`config.mk`:
```
export PLATFORM = sky130hd
export DESIGN_NAME = line_window_reader_flat
export DESIGN_NICKNAME = d
export VERILOG_FILES = /design/src/rtl/line_window_reader_if.sv /design/src/rtl/line_window_reader.sv /design/src/flat_wrapper.sv
export SDC_FILE = /design/constraint.sdc
export NUM_CORES = 1
export LEC_CHECK = 0
export ABC_AREA = 1
export CAP_MARGIN = 15
export CORE_MARGIN = 1
export CORE_UTILIZATION = 38
export CTS_BUF_LIST = sky130_fd_sc_hd__clkbuf_8 sky130_fd_sc_hd__clkbuf_16
export CTS_CLUSTER_DIAMETER = 150
export DETAILED_ROUTE_END_ITERATION = 8
export PLACE_DENSITY = 0.78
export SYNTH_ARGS = -nofsm -noshare
export SYNTH_HDL_FRONTEND = slang
export SYNTH_SLANG_ARGS = --single-unit
```
`constraint.sdc`:
```
create_clock -name clk_i -period 6.5 [get_ports clk_i]
set_input_delay 0.975 -clock clk_i [delete_from_list [all_inputs] [get_ports clk_i]]
set_output_delay 0.975 -clock clk_i [all_outputs]
set_load 0.03 [all_outputs]
```
`src/rtl/line_window_reader_if.sv`:
```
// Signal bundle shared by the line-buffer bank, the window reader and the
// convolution engine; clock and reset stay outside the bundle.
interface line_window_reader_if #(
  parameter int DATA_RES       = 8,
  parameter int KERNEL_WIDTH   = 3,
  parameter int MAX_LINE_WIDTH = 32
);
  localparam int AW = $clog2(MAX_LINE_WIDTH);
  localparam int WW = KERNEL_WIDTH * KERNEL_WIDTH * DATA_RES;

  logic          start_i;
  logic [AW-1:0] image_dimension_i;
  logic          line_done_i;
  logic [WW-1:0] rows_i;
  logic [AW-1:0] read_address_o;
  logic [WW-1:0] window_o;
  logic          window_valid_o;
  logic          window_ready_i;
  logic [AW-1:0] col_o;
  logic [AW-1:0] row_o;
  logic          line_release_o;
  logic          frame_done_o;
  logic          busy_o;
  logic          overflow_o;

  modport master (
    output start_i, image_dimension_i, line_done_i, rows_i, window_ready_i,
    input  read_address_o, window_o, window_valid_o, col_o, row_o,
           line_release_o, frame_done_o, busy_o, overflow_o
  );

  modport slave (
    input  start_i, image_dimension_i, line_done_i, rows_i, window_ready_i,
    output read_address_o, window_o, window_valid_o, col_o, row_o,
           line_release_o, frame_done_o, busy_o, overflow_o
  );
endinterface

```
`src/rtl/line_window_reader.sv`:
```
// Read-side sequencer for the CNN line-buffer bank: waits for K resident lines,
// sweeps the column address and hands out KxK windows over valid/ready.
module line_window_reader #(
  parameter int DATA_RES       = 8,
  parameter int KERNEL_WIDTH   = 3,
  parameter int MAX_LINE_WIDTH = 32
) (
  input logic                 clk_i,
  input logic                 rst_i,
  line_window_reader_if.slave bus
);
  localparam int AW = $clog2(MAX_LINE_WIDTH);
  localparam int WW = KERNEL_WIDTH * KERNEL_WIDTH * DATA_RES;
  localparam int CW = $clog2(KERNEL_WIDTH + 1);

  localparam logic [AW:0]   DIM_MIN = (AW+1)'(KERNEL_WIDTH);
  localparam logic [AW:0]   DIM_MAX = (AW+1)'(MAX_LINE_WIDTH);
  localparam logic [AW-1:0] K_AW    = AW'(KERNEL_WIDTH);
  localparam logic [CW-1:0] K_CNT   = CW'(KERNEL_WIDTH);

  typedef enum logic [2:0] {IDLE, WAIT_LINES, SWEEP, RELEASE, DONE} state_t;

  state_t        r_state;
  state_t        w_stateNext;
  logic [AW-1:0] r_lastIdx;
  logic [AW-1:0] r_row;
  logic [AW-1:0] r_addr;
  logic [AW-1:0] r_col;
  logic [AW-1:0] r_rowOut;
  logic [WW-1:0] r_window;
  logic          r_valid;
  logic          r_overflow;
  logic [CW-1:0] r_linesAvail;
  logic          w_startOk;
  logic          w_adv;
  logic          w_capture;
  logic          w_release;
  logic          w_done;
  logic          w_busy;

  // Widen by one bit so D == MAX_LINE_WIDTH stays comparable.
  assign w_startOk = bus.start_i
                  && ({1'b0, bus.image_dimension_i} >= DIM_MIN)
                  && ({1'b0, bus.image_dimension_i} <= DIM_MAX);
  assign w_adv     = !r_valid || bus.window_ready_i;
  assign w_capture = (r_state == SWEEP) && w_adv;

  always_ff @(posedge clk_i or posedge rst_i) begin
    if (rst_i) r_state <= IDLE;
    else       r_state <= w_stateNext;
  end

  always_comb begin
    w_stateNext = r_state;
    w_release   = 1'b0;
    w_done      = 1'b0;
    w_busy      = 1'b1;
    case (r_state)
      IDLE: begin
        w_busy = 1'b0;
        if (w_startOk) w_stateNext = WAIT_LINES;
      end
      WAIT_LINES: if (r_linesAvail >= K_CNT) w_stateNext = SWEEP;
      SWEEP:      if (w_adv && (r_addr == r_lastIdx)) w_stateNext = RELEASE;
      RELEASE: begin
        w_release   = 1'b1;
        w_stateNext = (r_row == r_lastIdx) ? DONE : WAIT_LINES;
      end
      DONE: begin
        w_done      = 1'b1;
        w_stateNext = IDLE;
      end
      default: w_stateNext = IDLE;
    endcase
  end

  // r_lastIdx holds D-K, the last legal top-left index in both directions.
  always_ff @(posedge clk_i or posedge rst_i) begin
    if (rst_i) begin
      r_lastIdx <= '0;
      r_row     <= '0;
      r_addr    <= '0;
    end else if ((r_state == IDLE) && w_startOk) begin
      r_lastIdx <= bus.image_dimension_i - K_AW;
      r_row     <= '0;
      r_addr    <= '0;
    end else if (w_capture && (r_addr != r_lastIdx)) begin
      r_addr <= r_addr + AW'(1);
    end else if (w_release) begin
      r_addr <= '0;
      if (r_row != r_lastIdx) r_row <= r_row + AW'(1);
    end
  end

  always_ff @(posedge clk_i or posedge rst_i) begin
    if (rst_i) begin
      r_window <= '0;
      r_valid  <= 1'b0;
      r_col    <= '0;
      r_rowOut <= '0;
    end else if (w_capture) begin
      r_window <= bus.rows_i;
      r_valid  <= 1'b1;
      r_col    <= r_addr;
      r_rowOut <= r_row;
    end else if (bus.window_ready_i) begin
      r_valid <= 1'b0;
    end
  end

  // End of frame discards the K-1 lines still resident.
  always_ff @(posedge clk_i or posedge rst_i) begin
    if (rst_i) begin
      r_linesAvail <= '0;
      r_overflow   <= 1'b0;
    end else if (w_done) begin
      r_linesAvail <= '0;
    end else if (bus.line_done_i && !w_release) begin
      if (r_linesAvail == K_CNT) r_overflow   <= 1'b1;
      else                       r_linesAvail <= r_linesAvail + CW'(1);
    end else if (!bus.line_done_i && w_release) begin
      r_linesAvail <= r_linesAvail - CW'(1);
    end
  end

  assign bus.read_address_o = r_addr;
  assign bus.window_o       = r_window;
  assign bus.window_valid_o = r_valid;
  assign bus.col_o          = r_col;
  assign bus.row_o          = r_rowOut;
  assign bus.line_release_o = w_release;
  assign bus.frame_done_o   = w_done;
  assign bus.busy_o         = w_busy;
  assign bus.overflow_o     = r_overflow;
endmodule

```
`src/flat_wrapper.sv`:
```
// flat-port wrapper written by rule: the top's interface ports become plain ports
module line_window_reader_flat 
#(
  parameter int DATA_RES       = 8,
  parameter int KERNEL_WIDTH   = 3,
  parameter int MAX_LINE_WIDTH = 32
)
  (clk_i, rst_i, bus_start_i, bus_image_dimension_i, bus_line_done_i, bus_rows_i, bus_window_ready_i, bus_read_address_o, bus_window_o, bus_window_valid_o, bus_col_o, bus_row_o, bus_line_release_o, bus_frame_done_o, bus_busy_o, bus_overflow_o);
  line_window_reader_if #(.DATA_RES(DATA_RES), .KERNEL_WIDTH(KERNEL_WIDTH), .MAX_LINE_WIDTH(MAX_LINE_WIDTH)) bus_i ();
  input logic clk_i;
  input logic rst_i;
  input wire logic [$bits(bus_i.start_i)-1:0] bus_start_i;
  input wire logic [$bits(bus_i.image_dimension_i)-1:0] bus_image_dimension_i;
  input wire logic [$bits(bus_i.line_done_i)-1:0] bus_line_done_i;
  input wire logic [$bits(bus_i.rows_i)-1:0] bus_rows_i;
  input wire logic [$bits(bus_i.window_ready_i)-1:0] bus_window_ready_i;
  output wire logic [$bits(bus_i.read_address_o)-1:0] bus_read_address_o;
  output wire logic [$bits(bus_i.window_o)-1:0] bus_window_o;
  output wire logic [$bits(bus_i.window_valid_o)-1:0] bus_window_valid_o;
  output wire logic [$bits(bus_i.col_o)-1:0] bus_col_o;
  output wire logic [$bits(bus_i.row_o)-1:0] bus_row_o;
  output wire logic [$bits(bus_i.line_release_o)-1:0] bus_line_release_o;
  output wire logic [$bits(bus_i.frame_done_o)-1:0] bus_frame_done_o;
  output wire logic [$bits(bus_i.busy_o)-1:0] bus_busy_o;
  output wire logic [$bits(bus_i.overflow_o)-1:0] bus_overflow_o;
  assign bus_i.start_i = bus_start_i;
  assign bus_i.image_dimension_i = bus_image_dimension_i;
  assign bus_i.line_done_i = bus_line_done_i;
  assign bus_i.rows_i = bus_rows_i;
  assign bus_i.window_ready_i = bus_window_ready_i;
  assign bus_read_address_o = bus_i.read_address_o;
  assign bus_window_o = bus_i.window_o;
  assign bus_window_valid_o = bus_i.window_valid_o;
  assign bus_col_o = bus_i.col_o;
  assign bus_row_o = bus_i.row_o;
  assign bus_line_release_o = bus_i.line_release_o;
  assign bus_frame_done_o = bus_i.frame_done_o;
  assign bus_busy_o = bus_i.busy_o;
  assign bus_overflow_o = bus_i.overflow_o;
  line_window_reader #(.DATA_RES(DATA_RES), .KERNEL_WIDTH(KERNEL_WIDTH), .MAX_LINE_WIDTH(MAX_LINE_WIDTH)) u_core (.clk_i(clk_i), .rst_i(rst_i), .bus(bus_i));
endmodule
```
==> results summary <==
The run finished with clean final reports. In this run, the combinational gates consume 48.9% of the power. The wire length on met3 came out at 588 um. The number of library cell types mapped by synthesis came out at 30.

After detailed routing, the average wire length per cell comes to 13.5 um. The count of nets after finishing came out at 777. The wire length on met2 is 5740 um. The number of buffer and inverter stages on the critical path is 4. After synthesis, the share of flip-flops with an asynchronous set or reset is 100%. The transition time at the pin with the least slew margin is 0.832 ns. The first global-routing pass estimated 18900 um of wire. The launch instance of the worst register-to-register path is u_core.r_state[2]$_DFFE_PP0P_. Of all nets on the critical path, the largest fanout is 75. The synthesized design contains 0 enable-type register cells. The clock tree synthesis step divided the H-tree into 3 levels.

In this run, synthesis produced a sequential element count of 104. The count of maximum capacitance violations came out at 0. Using the TritonRoute via totals, the vias-per-cell ratio works out to 4.71. STA puts the critical path data arrival time at 3.44 ns. The area of the die came out at 0.0122 mm2. In the routed design, unresolved DRC markers number 0. The count of mapped cells out of synthesis is 522. The clock skew is 0.00605 ns. The worst setup timing slack at the placement stage came out at 2.88 ns. Static timing analysis puts the maximum clock frequency at 309 MHz. The worst voltage drop across the vdd grid is 0.278 mV. Of the cells placed in the final design, the portion with a size suffix greater than 1 is 6.03%. The number of input and output port buffers inserted is 173. For this block, the initial DRC count from the detailed router was 283. The sequential cell fraction of total power is 32.5%. The final standard cell count with taps included and fillers excluded came out at 839. The post-cts gate resize count came out at 0. The net switching component of the power is 0.00139 W. The number of placed instances with taps included is 823. Summed over all layers, the routed wires come to 11300 um. The clock buffer count from CTS came out at 9. Yosys instantiated no cell more often than sky130_fd_sc_hd__nand2_1. The via count is 3952.

The internal power of the cells totals 0.00191 W. The floorplan row count came out at 39. The critical path is of the input port to flip-flop type. The startpoint identified for the worst hold timing path is u_core.bus.window_o[41]$_DFFE_PP0P_. The top cell type's share of synthesized area is 58.2%. The post-layout worst setup margin came out at 3.27 ns. The path class of the lowest-slack min-delay path is flip-flop to flip-flop. After synthesis, the most frequently instantiated cells are sky130_fd_sc_hd__nand2_1 (272), sky130_fd_sc_hd__dfrtp_1 (104), sky130_fd_sc_hd__inv_1 (35), sky130_fd_sc_hd__o21ai_0 (13), sky130_fd_sc_hd__nor2_1 (12). The post-DP HPWL came out at 8260 um. The congestion estimate from routability-driven global placement came to 0.799. The final critical path takes up 49.7% of the cycle. The count of TritonRoute iterations in the first routing pass came out at 4. The count of buffers added by post-CTS timing repair for setup came out at 0.

The detailed router used layers up to and including met4. Measured along the x axis, the die boundary spans 110 um. The average size of a mapped cell came out at 8.57 um2. Clock latency on the worst-skew pair, taken at its later pin, is 0.34 ns. The number of failing setup endpoints in the final timing report is 0. The max-slew headroom at the worst pin came out at 44.5%. The final number of max-transition violations was 0.

The number of hold buffers added after CTS was 0. The hold violation total from the final report is 0. The worst setup path is captured at a flip-flop. Sequential elements use 58.2% of the synthesized area.

The master of the slowest instance on the critical path is sky130_fd_sc_hd__buf_4. Pin placement for this block handled 174 I/O pins. The area inside the core boundary is 0.0115 mm2. The initial antenna violation count came out at 0. The time the final worst path needs with I/O delays and setup is 3.23 ns. The family of cells with the greatest summed delay on the critical path is buffers and inverters. The final global-route overflow total came out at 0. The area added between synthesis and finish is 47.8%. Of all cell types, the one taking the most synthesized area is sky130_fd_sc_hd__dfrtp_1. The maximum number of pins on one net before global-route repair came out at 76. Traced cell by cell, the critical path runs through clkdlybuf4s50_1 > nor2_1 > nor2_4 > buf_4 > inv_2 > buf_4 > nand2_1 > o21ai_1. After clock tree synthesis, the clock-pin slew on the worst setup and hold paths is 0.07 ns. In the synthesized netlist the dominant register cell turns out to be sky130_fd_sc_hd__dfrtp_1.

Net switching is 42.1% of the power. The required arrival time at the worst endpoint is 6.71 ns. By area the synthesized netlist is led by sky130_fd_sc_hd__dfrtp_1 (58%), sky130_fd_sc_hd__nand2_1 (23%), sky130_fd_sc_hd__inv_1 (2.9%).

The antenna diode count came out at 0. The all-layer global routing usage came out at 19.2%. In this run the static leakage power is 3.29 nW. The via count of the first global-routing pass is 3978. STA classifies the critical path startpoint as an input port.

The root buffer cell is sky130_fd_sc_hd__clkbuf_16. The post-detailed-route count of antenna-violating nets came out at 0. After detailed routing, the wire length on met1 is 4800 um. The cell that appears most often on the critical path is sky130_fd_sc_hd__buf_4.

The die boundary height came out at 110 um. The initial core utilization came out at 39.0%. The clock tree from TritonCTS is done. Setup repair after global routing left no endpoint under its margin. The share of total power dissipated in the clock network is 18.6%.

The summed negative setup slack over all endpoints is 0 ns. The post-synth net total is 608. Tracing the worst setup path back leads to its startpoint at bus_window_ready_i. The maximum buffer depth of the clock tree came out at 2.

The clock sink count is 104. The delay of the slowest cell on the worst path came out at 0.62 ns. The power per cell area came out at 501 mW/mm2. The netlist area before placement came out at 0.00447 mm2. During synthesis, Yosys emitted a total of 0 warnings.
==> final cells by class <==
cell class	count	area (um2)
inverters	40	153
clock inverters	7	119
flip-flops and latches	104	2600
multi-input cells	360	1580
fillers	1004	4860
clock buffers	9	225
repair buffers	176	1750
well taps	143	179
==> cells in the final DEF (no fill, tap or decap), types with 2 or more instances in the layout <==
cell,instances
sky130_fd_sc_hd__o21ai_1,9
sky130_fd_sc_hd__bufinv_16,3
sky130_fd_sc_hd__clkbuf_16,9
sky130_fd_sc_hd__o21ai_0,13
sky130_fd_sc_hd__ha_1,4
sky130_fd_sc_hd__buf_4,3
sky130_fd_sc_hd__nand2_1,272
sky130_fd_sc_hd__clkdlybuf4s50_1,173
sky130_fd_sc_hd__nand4_1,5
sky130_fd_sc_hd__xnor2_1,2
sky130_fd_sc_hd__dfrtp_1,104
sky130_fd_sc_hd__inv_2,4
sky130_fd_sc_hd__nor2_1,12
sky130_fd_sc_hd__nand2_2,11
sky130_fd_sc_hd__nand3_2,2
sky130_fd_sc_hd__xor2_1,9
sky130_fd_sc_hd__inv_6,2
sky130_fd_sc_hd__inv_1,35
sky130_fd_sc_hd__nand3_1,10
==> power groups by stage <==
| stage | clock network [W] | logic, W | registers [W] |
|---|---|---|---|
| global route | 0.000656 | 0.00174 | 0.00111 |
| finish | 0.000614 | 0.00162 | 0.00108 |
| CTS | 0.000626 | 0.00163 | 0.00108 |
| detailed placement | 0 | 0.00163 | 0.00109 |
| floorplan | 0 | 0.000546 | 0.00152 |
| global placement | 0 | 0.00159 | 0.00108 |
==> cells by family after synthesis <==
kind of cell,synth area share (%)
and+or+nand+nor,28.5
DFF,58.2
buffers and inverters,6.57
AOI/OAI and AO/OA,3.44
xor gates and xnor gates,2.15
adders and majority gates,1.12
==> metrics by stage <==
stage | hold WS, ns | cell area, um2 | utilization [%] | total power [W]
2_1_floorplan | 0.503 | 4470 | - | 0.00206
3_3_place_gp | 0.452 | 6260 | 54.6 | 0.00266
3_5_place_dp | 0.457 | 6260 | 54.6 | 0.00272
4_1_cts | 0.474 | 6610 | 57.6 | 0.00334
5_1_grt | 0.487 | 6610 | 57.6 | 0.00351
6_report | 0.468 | 6610 | 57.6 | 0.00331
==> worst min-delay path: stages (launching register included) <==
cell and delay (ns):
sky130_fd_sc_hd__dfrtp_1 0.34, sky130_fd_sc_hd__nand2_1 0.05, sky130_fd_sc_hd__nand2_1 0.05
==> per-layer routing <==
metal | global-route usage, % | vias to the layer above
met5 | 0 | -
met4 | 8.00 | 0
met2 | 33.1 | 131
met3 | 3.46 | 15
met1 | 23.5 | 1876
li1 | - | 1930
==> path summary, 6_finish.rpt <==
check	endpoint	slack, ns	cells past startpoint
min in group asynchronous	u_core.bus.window_o[34]$_DFFE_PP0P_	1.10	2
worst min-delay path	u_core.bus.window_o[41]$_DFFE_PP0P_	0.47	2
worst max-delay path	u_core.bus.col_o[4]$_DFFE_PP0P_	3.27	8
worst min register to register	u_core.bus.window_o[41]$_DFFE_PP0P_	0.47	2
worst max register to register	u_core.bus.col_o[4]$_DFFE_PP0P_	3.77	8
max in group asynchronous	u_core.bus.window_o[35]$_DFFE_PP0P_	4.29	3
==> state kept, by name (all words and copies together) (netlist names) <==
signal	count
u_core.bus.window_valid_o	1
u_core.bus.read_address_o	5
u_core.bus.overflow_o	1
u_core.bus.col_o	5
u_core.r_linesAvail	2
u_core.r_state	3
u_core.r_lastIdx	5
u_core.bus.row_o	5
u_core.bus.window_o	72
u_core.r_row	5
Note: power is estimated with default switching activity, not from simulation.
